`src/rtl/dt_pkg.sv`:
```
// dt_pkg: shared state type and sizing constants for the DT frame controller
package dt_pkg;
  typedef enum logic [1:0] {IDLE, CLEAR, RUN, HOLD} state_t;
  localparam int RES_DEPTH = 16384;
  localparam int ADDR_W = 14;
  localparam int DEF_TIMEOUT = 131072;
endpackage

```
`src/rtl/dt_res_mux.sv`:
```
// dt_res_mux: result-memory port mux between clear walker, engine and host reads
module dt_res_mux
  import dt_pkg::*;
#(
  parameter int ADDR_W = dt_pkg::ADDR_W
) (
  input  state_t            state,
  input  logic [ADDR_W-1:0] clr_addr,
  input  logic              host_req,
  input  logic [ADDR_W-1:0] host_addr,
  input  logic              dt_wr,
  input  logic              dt_rd,
  input  logic              dt_done,
  input  logic [ADDR_W-1:0] dt_addr,
  input  logic [7:0]        dt_do,
  output logic              res_wr,
  output logic              res_rd,
  output logic [ADDR_W-1:0] res_addr,
  output logic [7:0]        res_do
);
  // engine owns the port in RUN, but a write coinciding with done is dropped
  always_comb begin
    res_wr   = state == CLEAR || (state == RUN && dt_wr && !dt_done);
    res_rd   = state == RUN ? dt_rd : host_req;
    res_addr = state == CLEAR ? clr_addr : state == RUN ? dt_addr : host_req ? host_addr : '0;
    res_do   = state == RUN ? dt_do : '0;
  end
endmodule

```
`src/rtl/dt_frame_ctrl.sv`:
```
// dt_frame_ctrl: clears the result memory, runs the DT engine, then serves host reads
module dt_frame_ctrl
  import dt_pkg::*;
#(
  parameter int TIMEOUT = DEF_TIMEOUT,
  parameter int ADDR_W  = dt_pkg::ADDR_W
) (
  input  logic              clk,
  input  logic              rst,
  input  logic              start,
  output logic              busy,
  output logic              frame_done,
  output logic              err,
  output logic              rd_ready,
  input  logic              rd_req,
  input  logic [ADDR_W-1:0] rd_addr,
  output logic              rd_valid,
  output logic [7:0]        rd_data,
  output logic              dt_rst_n,
  input  logic              dt_done,
  input  logic              dt_res_wr,
  input  logic              dt_res_rd,
  input  logic [ADDR_W-1:0] dt_res_addr,
  input  logic [7:0]        dt_res_do,
  output logic [7:0]        dt_res_di,
  output logic              res_wr,
  output logic              res_rd,
  output logic [ADDR_W-1:0] res_addr,
  output logic [7:0]        res_do,
  input  logic [7:0]        res_di
);
  localparam int TO_W = $clog2(TIMEOUT);
  state_t state, state_n;
  logic [ADDR_W-1:0] clr_cnt;
  logic [TO_W-1:0] to_cnt;
  logic idle_like, host_req, clr_last, to_hit;
  assign clr_last  = clr_cnt == '1;
  assign to_hit    = to_cnt == TO_W'(TIMEOUT - 1);
  assign dt_res_di = res_di;
  // state register
  always_ff @(posedge clk or negedge rst)
    if (!rst) state <= IDLE;
    else state <= state_n;
  // next-state: done beats timeout since both simply lead to HOLD
  always_comb begin
    state_n = state;
    case (state)
      IDLE, HOLD: if (start) state_n = CLEAR;
      CLEAR:      if (clr_last) state_n = RUN;
      RUN:        if (dt_done || to_hit) state_n = HOLD;
      default:    state_n = IDLE;
    endcase
  end
  // outputs: rd_ready is gated by rst so it reads 0 while reset is held
  always_comb begin
    idle_like = state == IDLE || state == HOLD;
    busy      = !idle_like;
    rd_ready  = rst && idle_like;
    host_req  = rd_req && rd_ready;
  end
  // counters, engine reset, frame flags
  always_ff @(posedge clk or negedge rst)
    if (!rst) begin
      clr_cnt    <= '0;
      to_cnt     <= '0;
      err        <= 1'b0;
      dt_rst_n   <= 1'b0;
      frame_done <= 1'b0;
    end else begin
      clr_cnt    <= state == CLEAR ? clr_cnt + 1'b1 : '0;
      to_cnt     <= state == RUN ? to_cnt + 1'b1 : '0;
      err        <= (idle_like && start) ? 1'b0 : (state == RUN && !dt_done && to_hit) ? 1'b1 : err;
      dt_rst_n   <= state_n == RUN;
      frame_done <= state == RUN && state_n == HOLD;
    end
  // host read data register, one-cycle latency
  always_ff @(posedge clk or negedge rst)
    if (!rst) begin
      rd_valid <= 1'b0;
      rd_data  <= '0;
    end else begin
      rd_valid <= host_req;
      rd_data  <= host_req ? res_di : rd_data;
    end
  dt_res_mux #(.ADDR_W(ADDR_W)) u_mux (
    .state     (state),
    .clr_addr  (clr_cnt),
    .host_req  (host_req),
    .host_addr (rd_addr),
    .dt_wr     (dt_res_wr),
    .dt_rd     (dt_res_rd),
    .dt_done   (dt_done),
    .dt_addr   (dt_res_addr),
    .dt_do     (dt_res_do),
    .res_wr    (res_wr),
    .res_rd    (res_rd),
    .res_addr  (res_addr),
    .res_do    (res_do)
  );
endmodule
```
`config.mk`:
```
export PLATFORM = sky130hd
export DESIGN_NAME = dt_frame_ctrl
export DESIGN_NICKNAME = d
export VERILOG_FILES = /design/src/rtl/dt_pkg.sv /design/src/rtl/dt_res_mux.sv /design/src/rtl/dt_frame_ctrl.sv
export SDC_FILE = /design/constraint.sdc
export NUM_CORES = 1
export LEC_CHECK = 0
export CORE_ASPECT_RATIO = 1.5
export CORE_MARGIN = 2
export CORE_UTILIZATION = 40
export CTS_CLUSTER_DIAMETER = 30
export DETAILED_ROUTE_END_ITERATION = 16
export PLACE_DENSITY = 0.77
export SYNTH_ARGS = -nofsm -noshare
export SYNTH_HDL_FRONTEND = slang
export SYNTH_SLANG_ARGS = --single-unit
```
`constraint.sdc`:
```
create_clock -name clk -period 2 [get_ports clk]
set_clock_uncertainty 0.05 [all_clocks]
set_input_delay 0.4 -clock clk [delete_from_list [all_inputs] [get_ports clk]]
set_output_delay 0.4 -clock clk [all_outputs]
set_load 0.05 [all_outputs]
```
# ---- Word-level counts from Yosys, hierarchy flattened
# Cells that the tools add are included.
# W data, S select, Z words.
dict set report op_classes {
  n_addsub 2
  eq_ne 7
  n_mux 13
  n_reduce_logical 16
}
# op n
set op_table {}
lappend op_table {{$mux W14} 4}
lappend op_table {{$add A17 B1 Y17 const B} 1}
lappend op_table {{$eq A17 B17 Y1 const B} 1}
lappend op_table {{$mux W17} 1}
lappend op_table {{$add A14 B1 Y14 const B} 1}
lappend op_table {{$eq A14 B14 Y1 const B} 1}
lappend op_table {{$eq A2 B2 Y1 const B} 4}
lappend op_table {{$logic_and A1 B1 Y1} 8}
lappend op_table {{$mux W8} 1}
lappend op_table {{$mux W2} 3}
lappend op_table {{$pmux W2 S3} 1}
lappend op_table {{$logic_or A1 B1 Y1} 3}
lappend op_table {{$mux W1} 3}
lappend op_table {{$eq A2 B1 Y1 const B} 1}
lappend op_table {{$logic_not A1 Y1} 2}
lappend op_table {{$logic_not A2 Y1} 1}
lappend op_table {{$reduce_bool A2 Y1} 1}
lappend op_table {{$reduce_or A2 Y1} 1}
dict set report totals {
  reg_bits 45
  in_bits 51
  output_inout_bits 46
}

# ---- Depth between registers and ports, before layout
dict set report depth {
  depth_word 7
  mapped_depth 8
  mapped_depth_nobuf 8
}

# ---- Cells and area by module
# Synthesis repeated with hierarchy kept, for this count alone.
dict set report hier_totals {
  hier_cells 294
  area_unflattened_um2 2803.9
}
# module n_inst cells_per_inst area_per_inst_um2 seq_area_each_um2
set modules_own_cells {}
lappend modules_own_cells {dt_frame_ctrl 1 200 2153.3 1126.1}
lappend modules_own_cells {dt_res_mux 1 94 650.6 0.0}

# ---- Worst setup path before layout
# No wires, ideal clock.
dict set report synth_path {
  path_kind {register to output}
  start {reg state[0]}
  end {out res_addr[3]}
  arrival_ps 2532
  slack_ps -982
  path_stages_with_launch 8
  path_buffers 1
  cell_sequence {dfrtp_1 inv_1 ha_1 and3_1 clkbuf_1 and3_1 a21oi_1 o21ai_0}
}
dict set report synth_via {
  elab_chain_cells 7
  word_cells_on_any_way 10
  classes_between {eq/ne (3); mux (3); reduce/logical (4)}
}
# element line
set synth_lines {}
lappend synth_lines {{start, declared} dt_frame_ctrl.sv:33} ;# state_t state, state_n;
lappend synth_lines {{start signal, assigned} dt_frame_ctrl.sv:43} ;# else state <= state_n;
lappend synth_lines {{$eq A2 B2 Y1 or $logic_not A2 Y1 (tied branches)} dt_frame_ctrl.sv:56} ;# idle_like = state == IDLE || state == HOLD;
lappend synth_lines {{$logic_or A1 B1 Y1} dt_frame_ctrl.sv:56}
lappend synth_lines {{$logic_and A1 B1 Y1} dt_frame_ctrl.sv:58} ;# rd_ready = rst && idle_like;
lappend synth_lines {{$logic_and A1 B1 Y1} dt_frame_ctrl.sv:59} ;# host_req = rd_req && rd_ready;
lappend synth_lines {{$mux W14 (2 in a row)} dt_res_mux.sv:25} ;# res_addr = state == CLEAR ? clr_addr : state == RUN ? dt_addr : host_req ? host_addr : '0;
lappend synth_lines {{$mux W14 *} dt_res_mux.sv:25}
lappend synth_lines {{end, declared} dt_frame_ctrl.sv:28} ;# output logic [ADDR_W-1:0] res_addr,
# Every way passes the cells marked *; elsewhere a longest branch is shown, timed or not.

# ---- Final worst setup path
dict set report layout_path {
  start {reg state[1]}
  end {out res_addr[3]}
}
# Same word-level chain as after synthesis.

==> summary.json <==
{
  "n_antenna_cell": 0,
  "dr.pass1.iters": 4,
  "critPathCaptureType": "primary output",
  "path_max_fanout": 5,
  "post-dp-hpwl_um": 5700,
  "worstPathArrival_ps": 1970,
  "floorplan.die_area_um2": 6910,
  "initial_core_util_pct": 41.1,
  "critical_path_sink": "res_addr[3]",
  "cts.clk_slew.worst_paths_ps": 90,
  "via_density_per_instance": 5.34,
  "irDropWorstVdd_mv": 0.420,
  "cp.required_ps": 1550,
  "synth_ff_type": "sky130_fd_sc_hd__dfrtp_1",
  "synth_async_sr_flop_share_pct": 100,
  "worst_path_most_repeated_cell": "sky130_fd_sc_hd__buf_12",
  "die_w_um": 68.6,
  "worst-r2r-cell-count": 8,
  "synth_nets": 324,
  "multiInputGateArea_um2": 1540,
  "status": "finished, violations left",
  "ys_seq_elements": 45,
  "grt_usage_pct": 23.7,
  "layout_overhead_on_the_synthesized_area_pct": 83.2,
  "post_dp_cell_area_um2": 4230,
  "clock_tree_from_tritoncts": "built",
  "fillerInstances": 378,
  "final_max_slew_viol_count": 0,
  "period_share_pct": 121,
  "grt_start_max_net_pins": 47,
  "finalNetCount": 454,
  "timing_worst_slew_pin_value_ps": 568,
  "io_buffer_count": 96,
  "cts_num_sinks": 45,
  "drcViolationCount": 0,
  "worst_slack_ps": -417,
  "chain_of_cells_forming_the_critical_path": "ha_4, and3_4, buf_12, and3_1, a21oi_2, o21ai_4, buf_12",
  "postLayoutCellArea_um2": 4580,
  "worst_setup_path_start_kind": "flip-flop",
  "cts-root-buf": "sky130_fd_sc_hd__clkbuf_8",
  "rsz0062_at_grt": "yes",
  "aggregate_global_routing_overflow": 0,
  "most-common-layout-cells": "sky130_fd_sc_hd__clkdlybuf4s50_1, sky130_fd_sc_hd__dfrtp_1, sky130_fd_sc_hd__buf_4",
  "area_used_by_sequential_logic_in_the_layout_um2": 1130,
  "layout_commonest_cell": "sky130_fd_sc_hd__clkdlybuf4s50_1",
  "timing.slew.headroom_pct": 62.1,
  "min_path_type": "input pin to asynchronous set/reset pin",
  "cp-startpoint": "state[1]",
  "first_global_vias": 2562,
  "setup_viol_count_final": 25,
  "crit-reg2reg-capture": "frame_done",
  "violations_in_the_final_reports": "negative setup slack",
  "rows": 35,
  "dp_cells": 452,
  "seq_area_frac_synth_pct": 45.0,
  "reg2reg_setup_slack_ps": -30,
  "layout.cells.non_filler": 473,
  "synthesis.area_um2": 2500,
  "grt_pass1_wl_um": 12100,
  "criticalPathCategory": "flip-flop to primary output",
  "timing.final.crit_period_ps": 2420,
  "post_route_cells_drive_above_1_share_pct": 36.8,
  "syn_inst": 268,
  "grt_antenna_before_repair": 0,
  "cpPeakStageDelay_ps": 440,
  "wirelength_um": 8140,
  "floorplan.io_pins": 97,
  "synth_edf_count": 0,
  "synth_cell_type_count": 39,
  "yosys_warnings": 0,
  "core_um2": 6090,
  "regToRegStartpoint": "to_cnt[0]",
  "fp.dieH_um": 101,
  "power.static_leakage_uw": 0.00196,
  "report.final.hold_viol_count": 0,
  "cts_inserted_buffers": 5,
  "crit_path_top_delay_cell": "sky130_fd_sc_hd__dfrtp_1",
  "syn_area_per_cell_um2": 9.33,
  "clock_tree.htree_level_count": 2,
  "placer_s_final_routability_congestion_estimate": 0.831,
  "worstSkewPairLatency_ps": 310,
  "wire_per_inst_um": 17.2,
  "max_cap_viol_count": 0,
  "drt_first_iter_violations": 132,
  "ctsLongestPathBuffers": 2,
  "cell_area_power_density_nw_per_um2": 372,
  "via_count": 2525,
  "max_clock_freq_mhz": 414,
  "antenna_left": 0
}
cell families (layout without fill, tap and decap cells):
group	after synthesis	count (layout)	share of synthesized area, %
compound gates	49	49	11.3
xor+xnor	17	17	5.96
fa+ha+maj	5	5	2.50
buf+inv	28	158	5.46
flops	45	45	45.0
mux	11	11	4.85
simple gates	113	114	24.9
Yosys cell counts, types with 7 or more instances:
cell | number | area, um2
sky130_fd_sc_hd__inv_1 | 7 | 26.3
sky130_fd_sc_hd__nand4_1 | 7 | 43.8
sky130_fd_sc_hd__and3_1 | 16 | 100
sky130_fd_sc_hd__clkbuf_1 | 12 | 45.0
sky130_fd_sc_hd__o21ai_0 | 17 | 85.1
sky130_fd_sc_hd__mux2_2 | 9 | 101
sky130_fd_sc_hd__dfrtp_1 | 45 | 1130
sky130_fd_sc_hd__nor2_1 | 16 | 60.1
sky130_fd_sc_hd__xor2_1 | 11 | 96.3
sky130_fd_sc_hd__a21oi_1 | 20 | 100
sky130_fd_sc_hd__and2_1 | 19 | 119
sky130_fd_sc_hd__nand2_1 | 21 | 78.8
sky130_fd_sc_hd__buf_4 | 8 | 60.1
sky130_fd_sc_hd__nand3_1 | 10 | 50.1
power by group:
| group | switching [uW] | internal [uW] |
|---|---|---|
| logic | 78.9 | 118 |
| registers | 0 | 909 |
| clock network | 320 | 280 |
routing by layer:
| metal | up-vias | wire [um] | GRT usage (%) |
|---|---|---|---|
| met1 | 1239 | 2980 | 27.2 |
| met2 | 76 | 4590 | 41.9 |
| met5 | - | 0 | 0 |
| met4 | 0 | 144 | 8.31 |
| met3 | 15 | 429 | 5.14 |
| li1 | 1195 | - | - |
final cells by class:
cell class,instances,share of cell area (%)
flip-flops and latches,45,24.6
multi-input cells,196,33.7
repair buffers,143,37.0
inverters,7,0.656
well taps,74,2.02
clock buffers,6,1.80
clock inverters,2,0.300
metrics by stage:
| step | power, uW | util, % | setup WS [ps] | TNS (ps) | hold WS [ps] |
|---|---|---|---|---|---|
| 3_3_place_gp | 1120 | 69.5 | -232 | -2510 | 440 |
| 4_1_cts | 1720 | 72.7 | -357 | -4850 | 185 |
| 6_report | 1710 | 75.3 | -417 | -5990 | 164 |
| 3_5_place_dp | 1120 | 69.5 | -237 | -2740 | 447 |
| 2_1_floorplan | 972 | - | -67.5 | -379 | 54.4 |
| 5_1_grt | 1760 | 75.3 | -447 | -7120 | 230 |
how the worst min path moves through the flow:
| stage | to | start |
|---|---|---|
| floorplan | clr_cnt[0] | rst |
| global placement | rd_data[5] | rd_data[5] |
| detailed placement | rd_data[7] | rd_data[7] |
| CTS | to_cnt[3] | rst |
| global route | state[1] | rst |
| finish | to_cnt[3] | rst |
registers in the layout, indices dropped and copies added (netlist names):
register and cells:
dt_rst_n 1, to_cnt 17, state 2, err 1, rd_data 8, rd_valid 1
frame_done 1, clr_cnt 14
repair_timing:
item,in CTS,in global routing
gates cloned,1,0
setup endpoints to repair,17,17
pin swaps,7,5
resized for setup,17,17
buffers inserted,3,10
hold buffers,0,0
worst max-delay path: cells and delay by family, from the launching register on:
kind                       cells  cell delay [ps]
AOI/OAI and AO/OA              2              230
adders and majority gates      1              300
buffers and inverters          2              270
DFF                            1              440
and+or+nand+nor                2              420
Power figures use the tool's default switching activity.
